`src/rtl/uart_tx_mmio_pkg.sv`:
```
// ============================================================================
// Module  : uart_tx_mmio_pkg
// Brief   : Shared types, register map and FSM encoding for the MMIO UART TX.
// Revision: 1.0
// ============================================================================
`default_nettype none

package uart_tx_mmio_pkg;

  localparam int XLEN = 32;

  typedef struct packed {
    logic [XLEN-1:0] addr;
    logic [XLEN-1:0] value;
    logic [1:0]      width;
    logic            enable;
  } mem_write_control_t;

  localparam logic [XLEN-1:0] C_TXDATA_OFF = 32'h0000_0000;
  localparam logic [XLEN-1:0] C_STATUS_OFF = 32'h0000_0004;

  localparam int C_STATUS_BUSY_BIT  = 0;
  localparam int C_STATUS_FULL_BIT  = 1;
  localparam int C_STATUS_EMPTY_BIT = 2;
  localparam int C_STATUS_OVF_BIT   = 3;
  localparam int C_STATUS_COUNT_LSB = 8;

  typedef enum logic [1:0] {
    ST_IDLE  = 2'd0,
    ST_START = 2'd1,
    ST_DATA  = 2'd2,
    ST_STOP  = 2'd3
  } tx_state_e;

endpackage

`default_nettype wire

```
`src/rtl/uart_tx_mmio_if.sv`:
```
// ============================================================================
// Module  : uart_tx_mmio_if
// Brief   : MMIO port bundle between the data-memory stage and the UART TX.
// Revision: 1.0
// ============================================================================
`default_nettype none

interface uart_tx_mmio_if;
  import uart_tx_mmio_pkg::*;

  mem_write_control_t io_control;
  logic [XLEN-1:0]    io_r_data;

  modport master (output io_control, input  io_r_data);
  modport slave  (input  io_control, output io_r_data);
endinterface

`default_nettype wire

```
`src/rtl/uart_tx_mmio_fifo.sv`:
```
// ============================================================================
// Module  : sync_fifo
// Brief   : Single-clock FIFO, power-of-two depth, push-when-full allowed
//           only together with a pop.
// Revision: 1.0
// ============================================================================
`default_nettype none

module sync_fifo #(
  parameter int width = 8,
  parameter int depth = 4
) (
  input  wire logic                     clock,
  input  wire logic                     reset,
  input  wire logic                     push,
  input  wire logic                     pop,
  input  wire logic [width-1:0]         w_data,
  output logic      [width-1:0]         r_data,
  output logic                          full,
  output logic                          empty,
  output logic      [$clog2(depth):0]   count
);

  localparam int AW = $clog2(depth);

  logic [width-1:0] mem_q [depth];
  logic [AW-1:0]    wr_ptr_q;
  logic [AW-1:0]    rd_ptr_q;
  logic [AW:0]      count_q;
  logic             w_push_ok;
  logic             w_pop_ok;

  assign empty     = (count_q == '0);
  assign full      = (count_q == (AW+1)'(depth));
  assign count     = count_q;
  assign r_data    = mem_q[rd_ptr_q];
  assign w_pop_ok  = pop && !empty;
  assign w_push_ok = push && (!full || w_pop_ok);

  always_ff @(posedge clock or posedge reset) begin
    if (reset) begin
      wr_ptr_q <= '0;
      rd_ptr_q <= '0;
      count_q  <= '0;
    end else begin
      if (w_push_ok) wr_ptr_q <= wr_ptr_q + 1'b1;
      if (w_pop_ok)  rd_ptr_q <= rd_ptr_q + 1'b1;
      case ({w_push_ok, w_pop_ok})
        2'b10:   count_q <= count_q + 1'b1;
        2'b01:   count_q <= count_q - 1'b1;
        default: count_q <= count_q;
      endcase
    end
  end

  // Storage carries no reset; validity is tracked by the pointers alone.
  always_ff @(posedge clock) begin
    if (w_push_ok) mem_q[wr_ptr_q] <= w_data;
  end

endmodule

`default_nettype wire

```
`src/rtl/uart_tx_mmio.sv`:
```
// ============================================================================
// Module  : uart_tx_mmio
// Brief   : Memory-mapped 8N1 UART transmitter with a byte FIFO and status.
// Revision: 1.0
// ============================================================================
`default_nettype none

module uart_tx_mmio
  import uart_tx_mmio_pkg::*;
#(
  parameter logic [XLEN-1:0] base_addr      = 32'h0001_0000,
  parameter int              clocks_per_bit = 434,
  parameter int              fifo_depth     = 8
) (
  input  wire logic         clock,
  input  wire logic         reset,
  uart_tx_mmio_if.slave     bus,
  output logic              tx
);

  localparam int BW = $clog2(clocks_per_bit);
  localparam int CW = $clog2(fifo_depth) + 1;

  tx_state_e       state_q, state_d;
  logic [BW-1:0]   baud_q, baud_d;
  logic [2:0]      idx_q, idx_d;
  logic [7:0]      shift_q, shift_d;
  logic            ovf_q, ovf_d;

  logic            w_wr_tx, w_wr_status;
  logic            w_push, w_pop;
  logic            w_full, w_empty, w_busy, w_baud_last;
  logic [7:0]      w_head;
  logic [CW-1:0]   w_count;
  logic [7:0]      w_count8;

  assign w_wr_tx     = bus.io_control.enable && (bus.io_control.addr == base_addr + C_TXDATA_OFF);
  assign w_wr_status = bus.io_control.enable && (bus.io_control.addr == base_addr + C_STATUS_OFF);
  assign w_push      = w_wr_tx && (!w_full || w_pop);
  assign w_baud_last = (baud_q == BW'(clocks_per_bit - 1));

  sync_fifo #(.width(8), .depth(fifo_depth)) u_fifo (
    .clock  (clock),
    .reset  (reset),
    .push   (w_push),
    .pop    (w_pop),
    .w_data (bus.io_control.value[7:0]),
    .r_data (w_head),
    .full   (w_full),
    .empty  (w_empty),
    .count  (w_count)
  );

  always_comb begin
    state_d = state_q;
    baud_d  = baud_q;
    idx_d   = idx_q;
    shift_d = shift_q;
    w_pop   = 1'b0;
    tx      = 1'b1;
    case (state_q)
      ST_IDLE: begin
        baud_d = '0;
        idx_d  = '0;
        if (!w_empty) begin
          w_pop   = 1'b1;
          shift_d = w_head;
          state_d = ST_START;
        end
      end
      ST_START: begin
        tx = 1'b0;
        if (w_baud_last) begin
          baud_d  = '0;
          idx_d   = '0;
          state_d = ST_DATA;
        end else begin
          baud_d = baud_q + 1'b1;
        end
      end
      ST_DATA: begin
        tx = shift_q[idx_q];
        if (w_baud_last) begin
          baud_d = '0;
          if (idx_q == 3'd7) state_d = ST_STOP;
          else               idx_d   = idx_q + 1'b1;
        end else begin
          baud_d = baud_q + 1'b1;
        end
      end
      ST_STOP: begin
        if (w_baud_last) begin
          baud_d = '0;
          // Chain straight into the next frame so queued bytes leave gap-free.
          if (!w_empty) begin
            w_pop   = 1'b1;
            shift_d = w_head;
            state_d = ST_START;
          end else begin
            state_d = ST_IDLE;
          end
        end else begin
          baud_d = baud_q + 1'b1;
        end
      end
      default: state_d = ST_IDLE;
    endcase
  end

  // A dropped byte outranks a simultaneous clear request.
  always_comb begin
    ovf_d = ovf_q;
    if (w_wr_status && bus.io_control.value[C_STATUS_OVF_BIT]) ovf_d = 1'b0;
    if (w_wr_tx && w_full && !w_pop)                           ovf_d = 1'b1;
  end

  always_ff @(posedge clock or posedge reset) begin
    if (reset) begin
      state_q <= ST_IDLE;
      baud_q  <= '0;
      idx_q   <= '0;
      shift_q <= '0;
      ovf_q   <= 1'b0;
    end else begin
      state_q <= state_d;
      baud_q  <= baud_d;
      idx_q   <= idx_d;
      shift_q <= shift_d;
      ovf_q   <= ovf_d;
    end
  end

  assign w_busy   = (state_q != ST_IDLE) || !w_empty;
  assign w_count8 = 8'(w_count);

  always_comb begin
    bus.io_r_data = '0;
    if (bus.io_control.addr == base_addr + C_STATUS_OFF) begin
      bus.io_r_data = {16'b0, w_count8, 4'b0, ovf_q, w_empty, w_full, w_busy};
    end
  end

endmodule

`default_nettype wire

```
`src/flat_wrapper.sv`:
```
// flat-port wrapper written by rule: the top's interface ports become plain ports
module uart_tx_mmio_flat import uart_tx_mmio_pkg::*;
#(
  parameter logic [XLEN-1:0] base_addr      = 32'h0001_0000,
  parameter int              clocks_per_bit = 434,
  parameter int              fifo_depth     = 8
)
  (clock, reset, tx, bus_io_control, bus_io_r_data);
  uart_tx_mmio_if bus_i ();
  input  wire logic clock;
  input  wire logic reset;
  output logic tx;
  input wire logic [$bits(bus_i.io_control)-1:0] bus_io_control;
  output wire logic [$bits(bus_i.io_r_data)-1:0] bus_io_r_data;
  assign bus_i.io_control = bus_io_control;
  assign bus_io_r_data = bus_i.io_r_data;
  uart_tx_mmio #(.base_addr(base_addr), .clocks_per_bit(clocks_per_bit), .fifo_depth(fifo_depth)) u_core (.clock(clock), .reset(reset), .bus(bus_i), .tx(tx));
endmodule
```
`config.mk`:
```
export PLATFORM = sky130hd
export DESIGN_NAME = uart_tx_mmio_flat
export DESIGN_NICKNAME = d
export VERILOG_FILES = /design/src/rtl/uart_tx_mmio_pkg.sv /design/src/rtl/uart_tx_mmio_if.sv /design/src/rtl/uart_tx_mmio_fifo.sv /design/src/rtl/uart_tx_mmio.sv /design/src/flat_wrapper.sv
export SDC_FILE = /design/constraint.sdc
export NUM_CORES = 1
export LEC_CHECK = 0
export BUFFER_PORTS_ARGS = -buffer_cell sky130_fd_sc_hd__clkbuf_2
export CAP_MARGIN = 20
export CORE_MARGIN = 2
export CORE_UTILIZATION = 45
export CTS_CLUSTER_DIAMETER = 80
export DETAILED_ROUTE_END_ITERATION = 10
export PLACE_DENSITY = 0.81
export SLEW_MARGIN = 20
export SYNTH_ARGS = -nofsm -noshare
export SYNTH_HDL_FRONTEND = slang
export SYNTH_SLANG_ARGS = --single-unit
```
`constraint.sdc`:
```
create_clock -name clock -period 2.5 [get_ports clock]
set_input_delay 0.125 -clock clock [delete_from_list [all_inputs] [get_ports clock]]
set_output_delay 0.125 -clock clock [all_outputs]
set_load 0.005 [all_outputs]
```
After elaboration in Yosys (flattened, before gate mapping)
Memories as Yosys holds them, arrays and structs flattened.
Cells that the tools add are included.
Word-level totals
  flip-flop bits (word level): 33
  memory bits (writable): 64
  input bits: 69
  output and inout bits: 33
  memories kept: 1
Operators by class
  add/subtract/negate cells: 6
  order comparisons: 1
  equal/unequal tests: 16
  mux-type cells: 28
  reductions and logical operators: 25
Memories
  u_core.u_fifo.mem_q: depth 8, width 8, read ports 1, clocked after memory_dff 0, wr ports 1, RTL line uart_tx_mmio_fifo.sv:26  | logic [width-1:0] mem_q [depth];
Operator list (number)
  32-bit by 17-bit == test with 1-bit output (second input constant): 2
  9-bit one-hot mux with 2 select lines: 1
  8-bit two-way mux: 2
  8-bit one-hot mux with 2 select lines: 1
  12-bit two-way mux: 1
  2-bit two-way mux: 5
  3-bit by 1-bit adder with 3-bit output (second input constant): 3
  9-bit by 1-bit adder with 9-bit output (second input constant): 1
  9-bit == test (second input constant): 1
  3-bit two-way mux: 3
  9-bit two-way mux: 1
  3-bit one-hot mux with 3 select lines: 1
  1-bit logical AND: 8
  1-bit two-way mux: 8
  2-bit by 1-bit inequality test with 1-bit output (second input constant): 4
  2-bit one-hot mux with 4 select lines: 1
  4-bit one-hot mux with 2 select lines: 1
  2-bit nonzero test: 4
  2-bit == test (second input constant): 3
  5-bit AND reduction: 1
  4-bit by 1-bit adder with 4-bit output (second input constant): 1
  2-bit by 1-bit == test with 1-bit output (second input constant): 2
  4-bit == test (second input constant): 1
  4-bit zero test: 1
  13 further kinds: 19

Logic depth before layout (Yosys ltp)
Gate-level depths: netlist (run 1).
  depth after elaboration: 9
  depth in mapped cells: 13
  gate-level depth less buffers: 13

Cells and area by module
A second synthesis (run 1) with hierarchy kept.
Unflattened totals
  cell total of the unflattened synthesis: 321
  area total of the unflattened synthesis: 4763.3 µm²
Modules (own cells, without submodules)
  sync_fifo: times used 1, cells an instance 165, area an instance 3158.0 µm², sequential area each 2172.1 µm²
  uart_tx_mmio: times used 1, cells an instance 156, area an instance 1605.3 µm², sequential area each 575.6 µm²

Worst setup path before layout (run 1)
Ideal clock, no wire load.
  path type: register -> register
  start: register u_core.state_q[0]
  end: memory u_core.u_fifo.mem_q[1][0], enable pin
  data arrival time: 2.171 ns
  data required time: 2.105 ns
  path slack: -0.066 ns
  stages on the path, launching flop included: 7
  clock period less this slack: 2.566 ns
  cell sequence: dfrtp_1 -> inv_1 -> ha_1 -> nor2_1 -> a21o_1 -> nand3_4 -> nor4_1
Between the ends
  word-level cells in the longest chain between the ends: 7
  elaborated cells on any way between the ends: 10
  classes of those cells: 1 x eq/ne; 3 x mux; 6 x reduce/logical
RTL lines
  start, declared: RTL line uart_tx_mmio.sv:24  | tx_state_e state_q, state_d;
  start signal, assigned: RTL line uart_tx_mmio.sv:125  | state_q <= state_d;
  2-bit == test or 2-bit zero test (tied branches): RTL line uart_tx_mmio.sv:61  | case (state_q)
  1-bit one-hot mux with 2 select lines (*): RTL line uart_tx_mmio.sv:61
  1-bit logical OR or 1-bit logical AND (tied branches): RTL line uart_tx_mmio.sv:39, uart_tx_mmio_fifo.sv:37
  1-bit logical AND or 1-bit logical OR (tied branches): RTL line uart_tx_mmio.sv:39, uart_tx_mmio_fifo.sv:38
  1-bit logical AND (*): RTL line uart_tx_mmio_fifo.sv:38  | assign w_push_ok = push && (!full || w_pop_ok);
  1-bit two-way mux (*): RTL line uart_tx_mmio_fifo.sv:58  | if (w_push_ok) mem_q[wr_ptr_q] <= w_data;
  1-bit two-way mux (not written as such) (*): RTL line uart_tx_mmio_fifo.sv:58
  end, declared: RTL line uart_tx_mmio_fifo.sv:26
Mark *: on every way between the ends. The rest lies on a longest branch, timed or not.

Worst setup path after layout (run 1)
  start: register u_core.baud_q[1]
  end: register u_core.u_fifo.count_q[2] (netlist: u_core.u_fifo.count[2])
Between the ends
  word-level cells in the longest chain between the ends: 8
  elaborated cells on any way between the ends: 12
  classes of those cells: 3 x eq/ne; 3 x mux; 6 x reduce/logical
RTL lines
  start, declared: RTL line uart_tx_mmio.sv:25  | logic [BW-1:0] baud_q, baud_d;
  start signal, assigned: RTL line uart_tx_mmio.sv:126  | baud_q <= baud_d;
  9-bit == test (*): RTL line uart_tx_mmio.sv:40  | assign w_baud_last = (baud_q == BW'(clocks_per_bit - 1));
  1-bit two-way mux (*): RTL line uart_tx_mmio.sv:92  | if (w_baud_last) begin
  1-bit one-hot mux with 2 select lines (*): RTL line uart_tx_mmio.sv:61
  1-bit logical OR or 1-bit logical AND (tied branches): RTL line uart_tx_mmio.sv:39, uart_tx_mmio_fifo.sv:37
  1-bit logical AND or 1-bit logical OR (tied branches): RTL line uart_tx_mmio.sv:39, uart_tx_mmio_fifo.sv:38
  1-bit logical AND: RTL line uart_tx_mmio_fifo.sv:38
  2-bit by 1-bit == test with 1-bit output or 2-bit == test (tied branches): RTL line uart_tx_mmio_fifo.sv:48  | case ({w_push_ok, w_pop_ok})
  4-bit one-hot mux with 2 select lines or 2-bit nonzero test (tied branches)
  end signal, assigned: RTL line uart_tx_mmio_fifo.sv:49  | 2'b10: count_q <= count_q + 1'b1;
  end signal, assigned: RTL line uart_tx_mmio_fifo.sv:50  | 2'b01: count_q <= count_q - 1'b1;
  end signal, assigned: RTL line uart_tx_mmio_fifo.sv:51  | default: count_q <= count_q;
  end, declared: RTL line uart_tx_mmio_fifo.sv:29  | logic [AW:0] count_q;
Marked as above.
A chain may end at the register's enable or synchronous reset.

==> results of run 1 <==
cells by family after synthesis:
logic type / Yosys count / share of synthesized area (%)
flops: 97 / 60.1
simple gates: 85 / 11.4
buf+inv: 41 / 5.53
mux: 33 / 12.4
compound gates: 27 / 3.58
fa+ha+maj: 15 / 4.10
xor+xnor: 15 / 2.87
other cells: 1 / 0.0820
critical path: cells and delay by family, from the launching register on:
family | cells | cell delay [ps]
adders and majority gates | 3 | 470
xor gates and xnor gates | 3 | 430
and+or+nand+nor | 4 | 630
AOI/OAI and AO/OA | 2 | 320
DFF | 1 | 410
buffers and inverters | 1 | 70
flip-flops by register name, summed over array words and instances (netlist names):
signal and cells:
u_core.baud_q 9, u_core.idx_q 3, u_core.ovf_q 1, u_core.shift_q 8, u_core.state_q 2, u_core.u_fifo.count 4
u_core.u_fifo.mem_q 64, u_core.u_fifo.rd_ptr_q 3, u_core.u_fifo.wr_ptr_q 3
per-stage QoR:
step           setup WS (ps)  instance area (um^2)  utilization (%)  hold WS [ps]  instances
2_1_floorplan           9.53                  4670                -           224        337
3_3_place_gp             111                  5080             51.7           213        516
3_5_place_dp            39.4                  5080             51.7           221        516
4_1_cts                 26.9                  5320             54.2          13.1        534
5_1_grt                -89.3                  5380             54.8          28.9        536
6_report                68.5                  5380             54.8          14.4        536
routing by layer:
layer / part of all wire [%] / vias to the layer above / track usage, % / wire, um
met5: 0 / - / 0 / 0
met2: 53 / 61 / 29.2 / 4430
li1: - / 1289 / - / -
met4: 1.9 / 0 / 4.57 / 163
met3: 3.0 / 18 / 3.43 / 254
met1: 42 / 1344 / 19.7 / 3540
layout make-up:
cell class | count | area [um^2] | area share [%]
Clock buffer | 9 | 124 | 2.30
Clock inverter | 7 | 96.3 | 1.79
Inverter | 8 | 30.0 | 0.558
Multi-Input combinational cell | 199 | 1720 | 31.9
Sequential cell | 97 | 2750 | 51.1
Tap cell | 133 | 166 | 3.09
Timing Repair Buffer | 83 | 500 | 9.30
synthesized netlist by cell type (all sizes together), types with 9 or more instances:
cell type  instances
nand2             15
edfxtp            64
buf               30
dfrtp             33
mux4              18
o21ai             12
mux2i             10
nor2              19
ha                15
nor3               9
worst paths after layout:
kind	from	end	slack, ps	cells after the start
max in group asynchronous	reset	u_core.baud_q[0]$_DFF_PP0_	1790	4
min in group asynchronous	reset	u_core.u_fifo.wr_ptr_q[1]$_DFFE_PP0P_	380	4
min reg2reg	u_core.shift_q[5]$_DFFE_PP0P_	u_core.shift_q[5]$_DFFE_PP0P_	500	2
max	u_core.baud_q[1]$_DFF_PP0_	u_core.u_fifo.count[2]$_DFFE_PP0P_	70	13
max reg2reg	u_core.baud_q[1]$_DFF_PP0_	u_core.u_fifo.count[2]$_DFFE_PP0P_	70	13
min	bus_io_control[8]	u_core.u_fifo.mem_q[3][5]$_DFFE_PP_	10	1
power by group:
part,switching (uW),internal (uW)
clock,633,417
sequential,31.5,1760
combinational,75.3,65.4
total,740,2250
timing repair:
action,CTS,global route
setup buffers,0,2
hold buffers,2,0
gates resized for setup,0,11
endpoints found under the hold margin,34,0
setup endpoints to repair,0,2
==> metrics.md, run 1 <==
| Metric | Value |
|---|---|
| Setup Skew | between 15 and 20 ps |
| Buffers on Ports | between 50 and 60 |
| Later-pin clock latency in the skew report | around 370 ps |
| Setup TNS | 0 ps |
| First-pass GRT wire length | between 10000 and 15000 um |
| Vias per Instance | slightly above 5 |
| Register area share after synthesis | ~60% |
| P_leak | approximately 0.0021 uW |
| Max stage delay on crit path | about 400 ps |
| Layout area overhead | 17.7% |
| Most used cell along the critical path | xor2_1 |
| Critical path launch point type | register |
| Outcome | completed |
| Gate Count Post-Synth | roughly 310 |
| Largest cells by area after synthesis | edfxtp_1 42%, dfrtp_1 18%, mux4_2 8.9% |
| Crit Path Class | register to register |
| Fin. Hold Viols | 0 |
| Power Density | approximately 550 nW/um^2 |
| DIE HEIGHT | about 100 um |
| Slew Limit Headroom | a little under half |
| Top FF cell, synth | edfxtp_1 |
| Critical Path Sink Type | register |
| Most frequent cells in the layout | 64 x edfxtp_1, 51 x clkbuf_2, 32 x dfrtp_1 |
| EDFF count, synth | 64 |
| Fmax | 411 MHz |
| Min Clock Period, post-route | approximately 2400 ps |
| Synthesis warning total | 0 |
| Io pins | between 100 and 150 |
| Final nets | around 480 |
| GRT Overall Usage | ~16% |
| HP Class | input port to register |
| Arrival time at the worst endpoint | ~2700 ps |
| Layout cells sized above 1 | a little over a third |
| Yosys reg bits | 97 |
| Max Fanout on Critical Path | 3 |
| Clk slew on worst S/H paths | 120 ps |
| Root Driver | clkbuf_8 |
| Worst vdd ir | ~0.44 mV |
| Setup violations, final | 0 |
| Unrepaired setup endpoints after global routing | yes |
| Slew Viols, Final | 0 |
| Final worst path period share | a little over nine tenths |
| Worst-case clock buffer depth | 2 |
| ANT nets after route | 0 |
| Num Clock Sinks | 97 |
| Vias in the first global route | about 2900 |
| Cells along the critical path | inv_2 -> ha_4 -> nand4b_1 -> nor3_2 -> a21o_1 -> nand3_4 -> ha_4 -> xor2_1 -> ha_2 -> a21oi_2 -> xor2_1 -> nor2_1 -> xor2_1 |
| Most common cell after layout, fill and taps aside | edfxtp_1 |
| Cell accounting for the most synthesized area | edfxtp_1 |
| Synth Area per Inst | 14.6 um^2 |
| Mapped Area | 4570 um^2 |
| Synth cell types | between 40 and 50 |
| Tot Pwr | 2980 uW |
| Cts bufs inserted | 9 |
| Drt first pass iters | 4 |
| Die width | about 100 um |
| Largest net degree at the start of global routing | 34 |
| Total number of vias | approximately 2700 |
| Area of the core | between 9000 and 10000 um^2 |
| CTS H-tree depth | 3 |
| Initial antenna violation count | 0 |
| CP max stage cell | dfrtp_1 |
| CTS tree | yes |
| Gpl congestion | 0.767 |
| DP Wirelength | 6110 um |
| 1st-iter DRT viols | 75 |
| # diodes | 0 |
| # fillers | between 800 and 900 |
| Fraction of registers with async set or reset after synthesis | about 34% |
| Avg WL per Cell | about 16 um |
| Starting Density | between 40% and 50% |
| WP data required | approximately 2800 ps |
| Site Rows | 36 |
| Die footprint | between 10000 and 15000 um^2 |
| Max-Cap Viols | 0 |
| Total gr overflow | 0 |
| Worst slew pin tran | 788 ps |
| Number of remaining DRC errors | 0 |
| Synth top area share | a little over two fifths |
| DRT Wirelength | 8390 um |
Note: power is estimated with default switching activity, not from simulation.
==> inputs of run 2 (changes only) <==
==> constraint.sdc (replaced) <==
create_clock -name clock -period 2.5 [get_ports clock]
set_input_delay 0.25 -clock clock [delete_from_list [all_inputs] [get_ports clock]]
set_output_delay 0.25 -clock clock [all_outputs]
set_load 0.005 [all_outputs]
==> metrics.md, run 2 (synthesis results as in run 1) <==
| Metric | Value |
|---|---|
| Finished Layout Cells | 535 (-0.19%) |
| Die footprint | 11000 um^2 (unchanged) |
| Tot Pwr | 2910 uW (-2.5%) |
| Worst vdd ir | 0.477 mV (+7.6%) |
| Number of remaining DRC errors | 0 (unchanged) |
| Sw frac | 24.1% (-0.72 points) |
| Arrival time at the worst endpoint | 2740 ps (+40 ps) |
| Buffers on Ports | 51 (unchanged) |
| Most common cell after layout, fill and taps aside | edfxtp_1 |
| WP data required | 2760 ps (about the same) |
| P_leak | 0.00210 uW (-0.89%) |
| Critical path launch point type | register |
| Final worst path period share | 99.3% (+2.0 points) |
| ANT nets after route | 0 (unchanged) |
| Largest net degree at the start of global routing | 34 (unchanged) |
| Layout cells sized above 1 | 34.3% (-0.91 points) |
| Num Clock Sinks | 97 (unchanged) |
| Gpl congestion | 0.794 (+3.6%) |
| Worst-case clock buffer depth | 2 (unchanged) |
| Most frequent cells in the layout | 64 x edfxtp_1, 51 x clkbuf_2, 33 x dfrtp_1 |
| Power Density | 548 nW/um^2 (-1.2%) |
| Io pins | 102 (unchanged) |
| Max-Cap Viols | 0 (unchanged) |
| CTS tree | yes |
| Setup Skew | 13.7 ps (-3.46 ps) |
| # fillers | 789 (-1.7%) |
| Logic pwr share | 4.8% (about the same) |
| Final nets | 481 (-0.21%) |
| Area of the core | 9820 um^2 (unchanged) |
| 1st-iter DRT viols | 131 (+75%) |
| Site Rows | 36 (unchanged) |
| Worst slew pin tran | 794 ps (+5.49 ps) |
| Total number of vias | 2736 (+0.88%) |
| Slew Viols, Final | 0 (unchanged) |
| Regs by FF count | u_core.u_fifo.mem_q x64, u_core.baud_q x9, u_core.shift_q x8 |
| Min Clock Period, post-route | 2480 ps (+50.0 ps) |
| Clk slew on worst S/H paths | 100 ps (-20 ps) |
| First-pass GRT wire length | 13300 um (-4.6%) |
| Layout area overhead | 16.2% |
| Setup violations, final | 0 (unchanged) |
| CTS H-tree depth | 3 (unchanged) |
| CP max stage cell | dfrtp_1 |
| Cells along the critical path | inv_1 -> ha_1 -> nand4b_1 -> nor3_2 -> a21o_1 -> nand3_4 -> ha_4 -> xor2_1 -> ha_2 -> a21oi_2 -> xor2_1 -> nor2_1 -> xor2_1 |
| Total gr overflow | 0 (unchanged) |
| Critical Path Sink Type | register |
| Unrepaired setup endpoints after global routing | yes |
| DP Cell Count | 516 (unchanged) |
| Later-pin clock latency in the skew report | 380 ps (about the same) |
| Outcome | completed |
| Root Driver | clkbuf_8 |
| Cts bufs inserted | 9 (unchanged) |
| Fmax | 403 MHz (-2.0%) |
| Final core utilization | 54.1% (-0.69 points) |
| Avg WL per Cell | 15.8 um (+0.94%) |
| Hold WS | 123 ps (+108 ps) |
| Max stage delay on crit path | 410 ps (about the same) |
| DIE HEIGHT | 105 um (unchanged) |
| Die width | 105 um (unchanged) |
| DRT Wirelength | 8450 um (+0.75%) |
| Vias per Instance | 5.11 (+1.1%) |
| Drt first pass iters | 4 (unchanged) |
| Starting Density | 46.6% (unchanged) |
| Crit Path Class | register to register |
| Most used cell along the critical path | xor2_1 |
| # diodes | 0 (unchanged) |
| P_sw | 700 uW (-5.3%) |
| Initial antenna violation count | 0 (unchanged) |
| Largest Register | u_core.u_fifo.mem_q |
| Power Internal | 2210 uW (-1.5%) |
| HP Class | input port to register |
| Sequential share of power | 61.7% (+1.6 points) |
| Max FFs per register | 64 (unchanged) |
| Max Fanout on Critical Path | 3 (unchanged) |
| GRT Overall Usage | 15.9% (-0.32 points) |
| Vias in the first global route | 2678 (-7.3%) |
| Fin. Hold Viols | 0 (unchanged) |
| Slew Limit Headroom | 47.1% (-0.37 points) |
| DP Wirelength | 5950 um (-2.6%) |
| Clock share of power | 33.5% (-1.7 points) |
run 2: power by group through the flow:
stage	clock (uW)	sequential [uW]	combinational [uW]
6_report	974	1800	140
5_1_grt	1070	1800	164
3_3_place_gp	0	1820	130
2_1_floorplan	0	1820	104
3_5_place_dp	0	1830	140
4_1_cts	1010	1790	141
run 2: final cells by class:
type	instances	area (um^2)	area share [%]
clock buffers	9	124	2.33
clock inverters	7	65.1	1.22
inverters	8	30.0	0.565
multi-input cells	199	1690	31.8
flip-flops and latches	97	2750	51.7
well taps	133	166	3.13
repair buffers	82	490	9.23
run 2: through the flow:
| stage | cell area [um^2] | setup TNS, ps | worst slack [ps] |
|---|---|---|---|
| after floorplan | 4670 | 0 | 9.53 |
| after global placement | 5080 | 0 | 80.5 |
| after detailed placement | 5080 | 0 | 25.6 |
| after CTS | 5280 | 0 | 1.14 |
| after global routing | 5320 | -1050 | -132 |
| final | 5320 | 0 | 18.5 |
run 2: what timing repair did:
action | 4_1_cts | 5_1_grt
setup endpoints to repair | 0 | 2
resized for setup | 0 | 5
buffers inserted | 0 | 2
hold endpoints to repair | 33 | 0
hold buffers | 1 | 0
run 2: layer usage:
| metal | global-route usage, % | vias up | wire [um] |
|---|---|---|---|
| li1 | - | 1287 | - |
| met1 | 18.7 | 1378 | 3580 |
| met2 | 28.3 | 58 | 4460 |
| met3 | 3.87 | 13 | 287 |
| met4 | 5.71 | 0 | 123 |
| met5 | 0 | - | 0 |
run 2: worst paths after layout:
kind,startpoint,to,slack [ps],cells past startpoint
max in group asynchronous,reset,u_core.baud_q[3]$_DFF_PP0_,1690,4
min in group asynchronous,reset,u_core.u_fifo.wr_ptr_q[1]$_DFFE_PP0P_,490,4
worst min-delay path,bus_io_control[37],u_core.ovf_q$_DFFE_PP0P_,120,2
worst max register to register,u_core.baud_q[1]$_DFF_PP0_,u_core.u_fifo.count[2]$_DFFE_PP0P_,20,13
worst max-delay path,u_core.baud_q[1]$_DFF_PP0_,u_core.u_fifo.count[2]$_DFFE_PP0P_,20,13
worst min register to register,u_core.shift_q[0]$_DFFE_PP0P_,u_core.shift_q[0]$_DFFE_PP0P_,490,2
run 2: critical path: cells and delay by family (launching register included):
| family | cells | cell delay (ps) |
|---|---|---|
| simple gates | 4 | 610 |
| flops | 1 | 410 |
| buf+inv | 1 | 70 |
| xor+xnor | 3 | 440 |
| compound gates | 2 | 330 |
| fa+ha+maj | 3 | 520 |
==> inputs of run 3 (changes only) <==
Settings changed: CORE_UTILIZATION 45 to 49, CTS_BUF_LIST set to sky130_fd_sc_hd__clkbuf_8 sky130_fd_sc_hd__clkbuf_16, PLACE_DENSITY 0.81 to 0.86.
==> metrics.md, run 3 (synthesis results as in run 1) <==
| Metric | Value |
|---|---|
| Unrepaired setup endpoints after global routing | yes |
| Hold WS | 88.9 ps (-34.0 ps) |
| Die width | 101 um (-4.0%) |
| Most common cell after layout, fill and taps aside | edfxtp_1 |
| DP Cell Count | 490 (-5.0%) |
| Max FFs per register | 64 (unchanged) |
| GRT Overall Usage | 18.5% (+2.5 points) |
| Slew Limit Headroom | 45.7% (-1.4 points) |
| Sequential share of power | 60.9% (-0.8 points) |
| Hold EP | u_core.ovf_q$_DFFE_PP0P_ |
| Worst slew pin tran | 814 ps (+20.5 ps) |
| Tot Pwr | 2940 uW (+1.0%) |
| Initial antenna violation count | 0 (unchanged) |
| Finished Layout Cells | 515 (-3.7%) |
| Hold path start | bus_io_control[37] |
| Area of the core | 9150 um^2 (-6.8%) |
| CTS tree | yes |
| Fin. Hold Viols | 0 (unchanged) |
| Later-pin clock latency in the skew report | 370 ps (about the same) |
| Reg2reg setup slack | 10 ps (about the same) |
| Critical Path Sink Type | register |
| DP Area | 5020 um^2 (-1.1%) |
| Post-route cell area | 5360 um^2 (+0.78%) |
| Final worst path period share | 99.5% (+0.23 points) |
| Io pins | 102 (unchanged) |
| Hold path depth | 2 (unchanged) |
| Cts bufs inserted | 9 (unchanged) |
| DP Wirelength | 5920 um (-0.52%) |
| Total gr overflow | 0 (unchanged) |
| Slew Viols, Final | 0 (unchanged) |
| Gpl congestion | 0.790 (-0.52%) |
| Setup Skew | 16.2 ps (+2.45 ps) |
| Starting Density | 50.0% (+3.4 points) |
| Power Density | 549 nW/um^2 (+0.22%) |
| Largest net degree at the start of global routing | 34 (unchanged) |
| Die footprint | 10100 um^2 (-7.9%) |
| First-pass GRT wire length | 14100 um (+5.8%) |
| P_leak | 0.00213 uW (+1.7%) |
| Logic pwr share | 4.7% (about the same) |
| Worst-case clock buffer depth | 2 (unchanged) |
| Regs by FF count | u_core.u_fifo.mem_q x64, u_core.baud_q x9, u_core.shift_q x8 |
| 1st-iter DRT viols | 117 (-11%) |
| HP Class | input port to register |
| Arrival time at the worst endpoint | 2790 ps (+50 ps) |
| Max-Cap Viols | 0 (unchanged) |
| Largest Register | u_core.u_fifo.mem_q |
| CTS H-tree depth | 3 (unchanged) |
| Layout area overhead | 17.1% |
| DIE HEIGHT | 101 um (-4.0%) |
| Outcome | completed |
| Site Rows | 35 (-2.8%) |
| ANT nets after route | 0 (unchanged) |
| Placement Setup Slack | -58.4 ps (-84.0 ps) |
| Worst reg-to-reg path cell count | 12 (-1) |
| Max Fanout on Critical Path | 4 (+1) |
| Setup violations, final | 0 (unchanged) |
| Most frequent cells in the layout | 64 x edfxtp_1, 51 x clkbuf_2, 32 x buf_4, 32 x dfrtp_1, 24 x conb_1 |
| # diodes | 0 (unchanged) |
| Vias in the first global route | 2852 (+6.5%) |
| Min Clock Period, post-route | 2490 ps (+5.80 ps) |
| WP data required | 2800 ps (+40 ps) |
| P_sw | 712 uW (+1.7%) |
| Clock share of power | 34.4% (+0.9 points) |
| Total number of vias | 2785 (+1.8%) |
| Root Driver | clkbuf_8 |
| Layout cells sized above 1 | 35.9% (+1.6 points) |
| Number of remaining DRC errors | 0 (unchanged) |
| Worst r2r src | u_core.baud_q[1]$_DFF_PP0_ |
| Worst r2r dst | u_core.u_fifo.count[3]$_DFFE_PP0P_ |
| Critical path launch point type | register |
| Sw frac | 24.2% (+0.16 points) |
| Drt first pass iters | 4 (unchanged) |
| Avg WL per Cell | 16.6 um (+4.8%) |
| Crit Path Class | register to register |
| Power Internal | 2230 uW (+0.79%) |
| Clk slew on worst S/H paths | 110 ps (about the same) |
| Worst Slack Setup Final | 12.7 ps (-5.80 ps) |
| Worst vdd ir | 0.448 mV (-6.0%) |
| Num Clock Sinks | 97 (unchanged) |
| Final nets | 483 (+0.42%) |
| Fmax | 402 MHz (-0.23%) |
| Vias per Instance | 5.41 (+5.7%) |
| Buffers on Ports | 51 (unchanged) |
| DRT Wirelength | 8530 um (+0.90%) |
## run 3: cell count changes in the layout (fill, tap and decap cells not counted), moves of 2 or more
cell / change
buf_4: +2
ha_1: -2
inv_2: +2
inv_1: -2
ha_4: +2
clkinv_2: -2
## run 3: layout make-up
| cell class | count | area, um^2 |
|---|---|---|
| clock buffer | 9 | 124 |
| clock inverter | 7 | 81.3 |
| fill | 681 | 3800 |
| inverter | 8 | 30.0 |
| multi-input combinational | 199 | 1730 |
| sequential | 97 | 2750 |
| tap | 111 | 139 |
| timing repair buffer | 84 | 505 |
## run 3: per-layer routing
| layer | wire (um) | vias to the layer above | share of wire [%] | global-route usage (%) |
|---|---|---|---|---|
| met5 | 0 | - | 0 | 0 |
| met4 | 113 | 0 | 1.3 | 6.32 |
| met3 | 391 | 12 | 4.6 | 4.23 |
| met2 | 4640 | 79 | 54 | 32.9 |
| met1 | 3380 | 1397 | 40 | 22.0 |
| li1 | - | 1297 | - | - |
## run 3: power groups by stage
stage          combinational (uW)  clock, uW  sequential (uW)
5_1_grt                       162       1100             1800
3_5_place_dp                  139          0             1830
3_3_place_gp                  129          0             1820
6_report                      139       1010             1790
2_1_floorplan                 104          0             1820
4_1_cts                       141       1030             1790
## run 3: critical path, cell delays in order (launching register included)
cell      delay [ps]
dfrtp_1          400
inv_2             70
ha_4             120
nand4b_1         170
nor3_4           210
a21o_1           240
nand3_4          110
ha_2             230
nor2b_1          160
a21oi_1           90
o32a_1           290
nor2_1           140
xor2_1           180
## run 3: metrics by stage
stage                     setup TNS (ps)  utilization, %
after floorplan                        0               -
after global placement                 0            54.9
after detailed placement           -58.4            54.9
after CTS                         -0.433            58.1
after global routing                -230            58.5
final                                  0            58.5
## run 3: repair_timing
item                                   CTS  global route
hold buffers                             1             0
resized for setup                        5             7
gates cloned                             0             0
pin swaps                                2             5
buffers inserted                         7             1
endpoints found under the hold margin   33             0
setup endpoints to repair                2            27
## run 3: worst max path at each step
stage	startpoint	endpoint	slack [ps]	cells after the start
6_report	u_core.baud_q[1]$_DFF_PP0_	u_core.u_fifo.count[3]$_DFFE_PP0P_	10	12
5_1_grt	u_core.baud_q[1]$_DFF_PP0_	u_core.u_fifo.count[3]$_DFFE_PP0P_	-130	12
4_1_cts	u_core.baud_q[1]$_DFF_PP0_	u_core.u_fifo.count[3]$_DFFE_PP0P_	-0.4	12
3_5_place_dp	u_core.state_q[1]$_DFFE_PP0P_	u_core.u_fifo.count[2]$_DFFE_PP0P_	-60	13
3_3_place_gp	u_core.state_q[0]$_DFFE_PP0P_	u_core.u_fifo.count[2]$_DFFE_PP0P_	30	13
2_1_floorplan	u_core.state_q[0]$_DFFE_PP0P_	u_core.u_fifo.count[2]$_DFFE_PP0P_	10	13
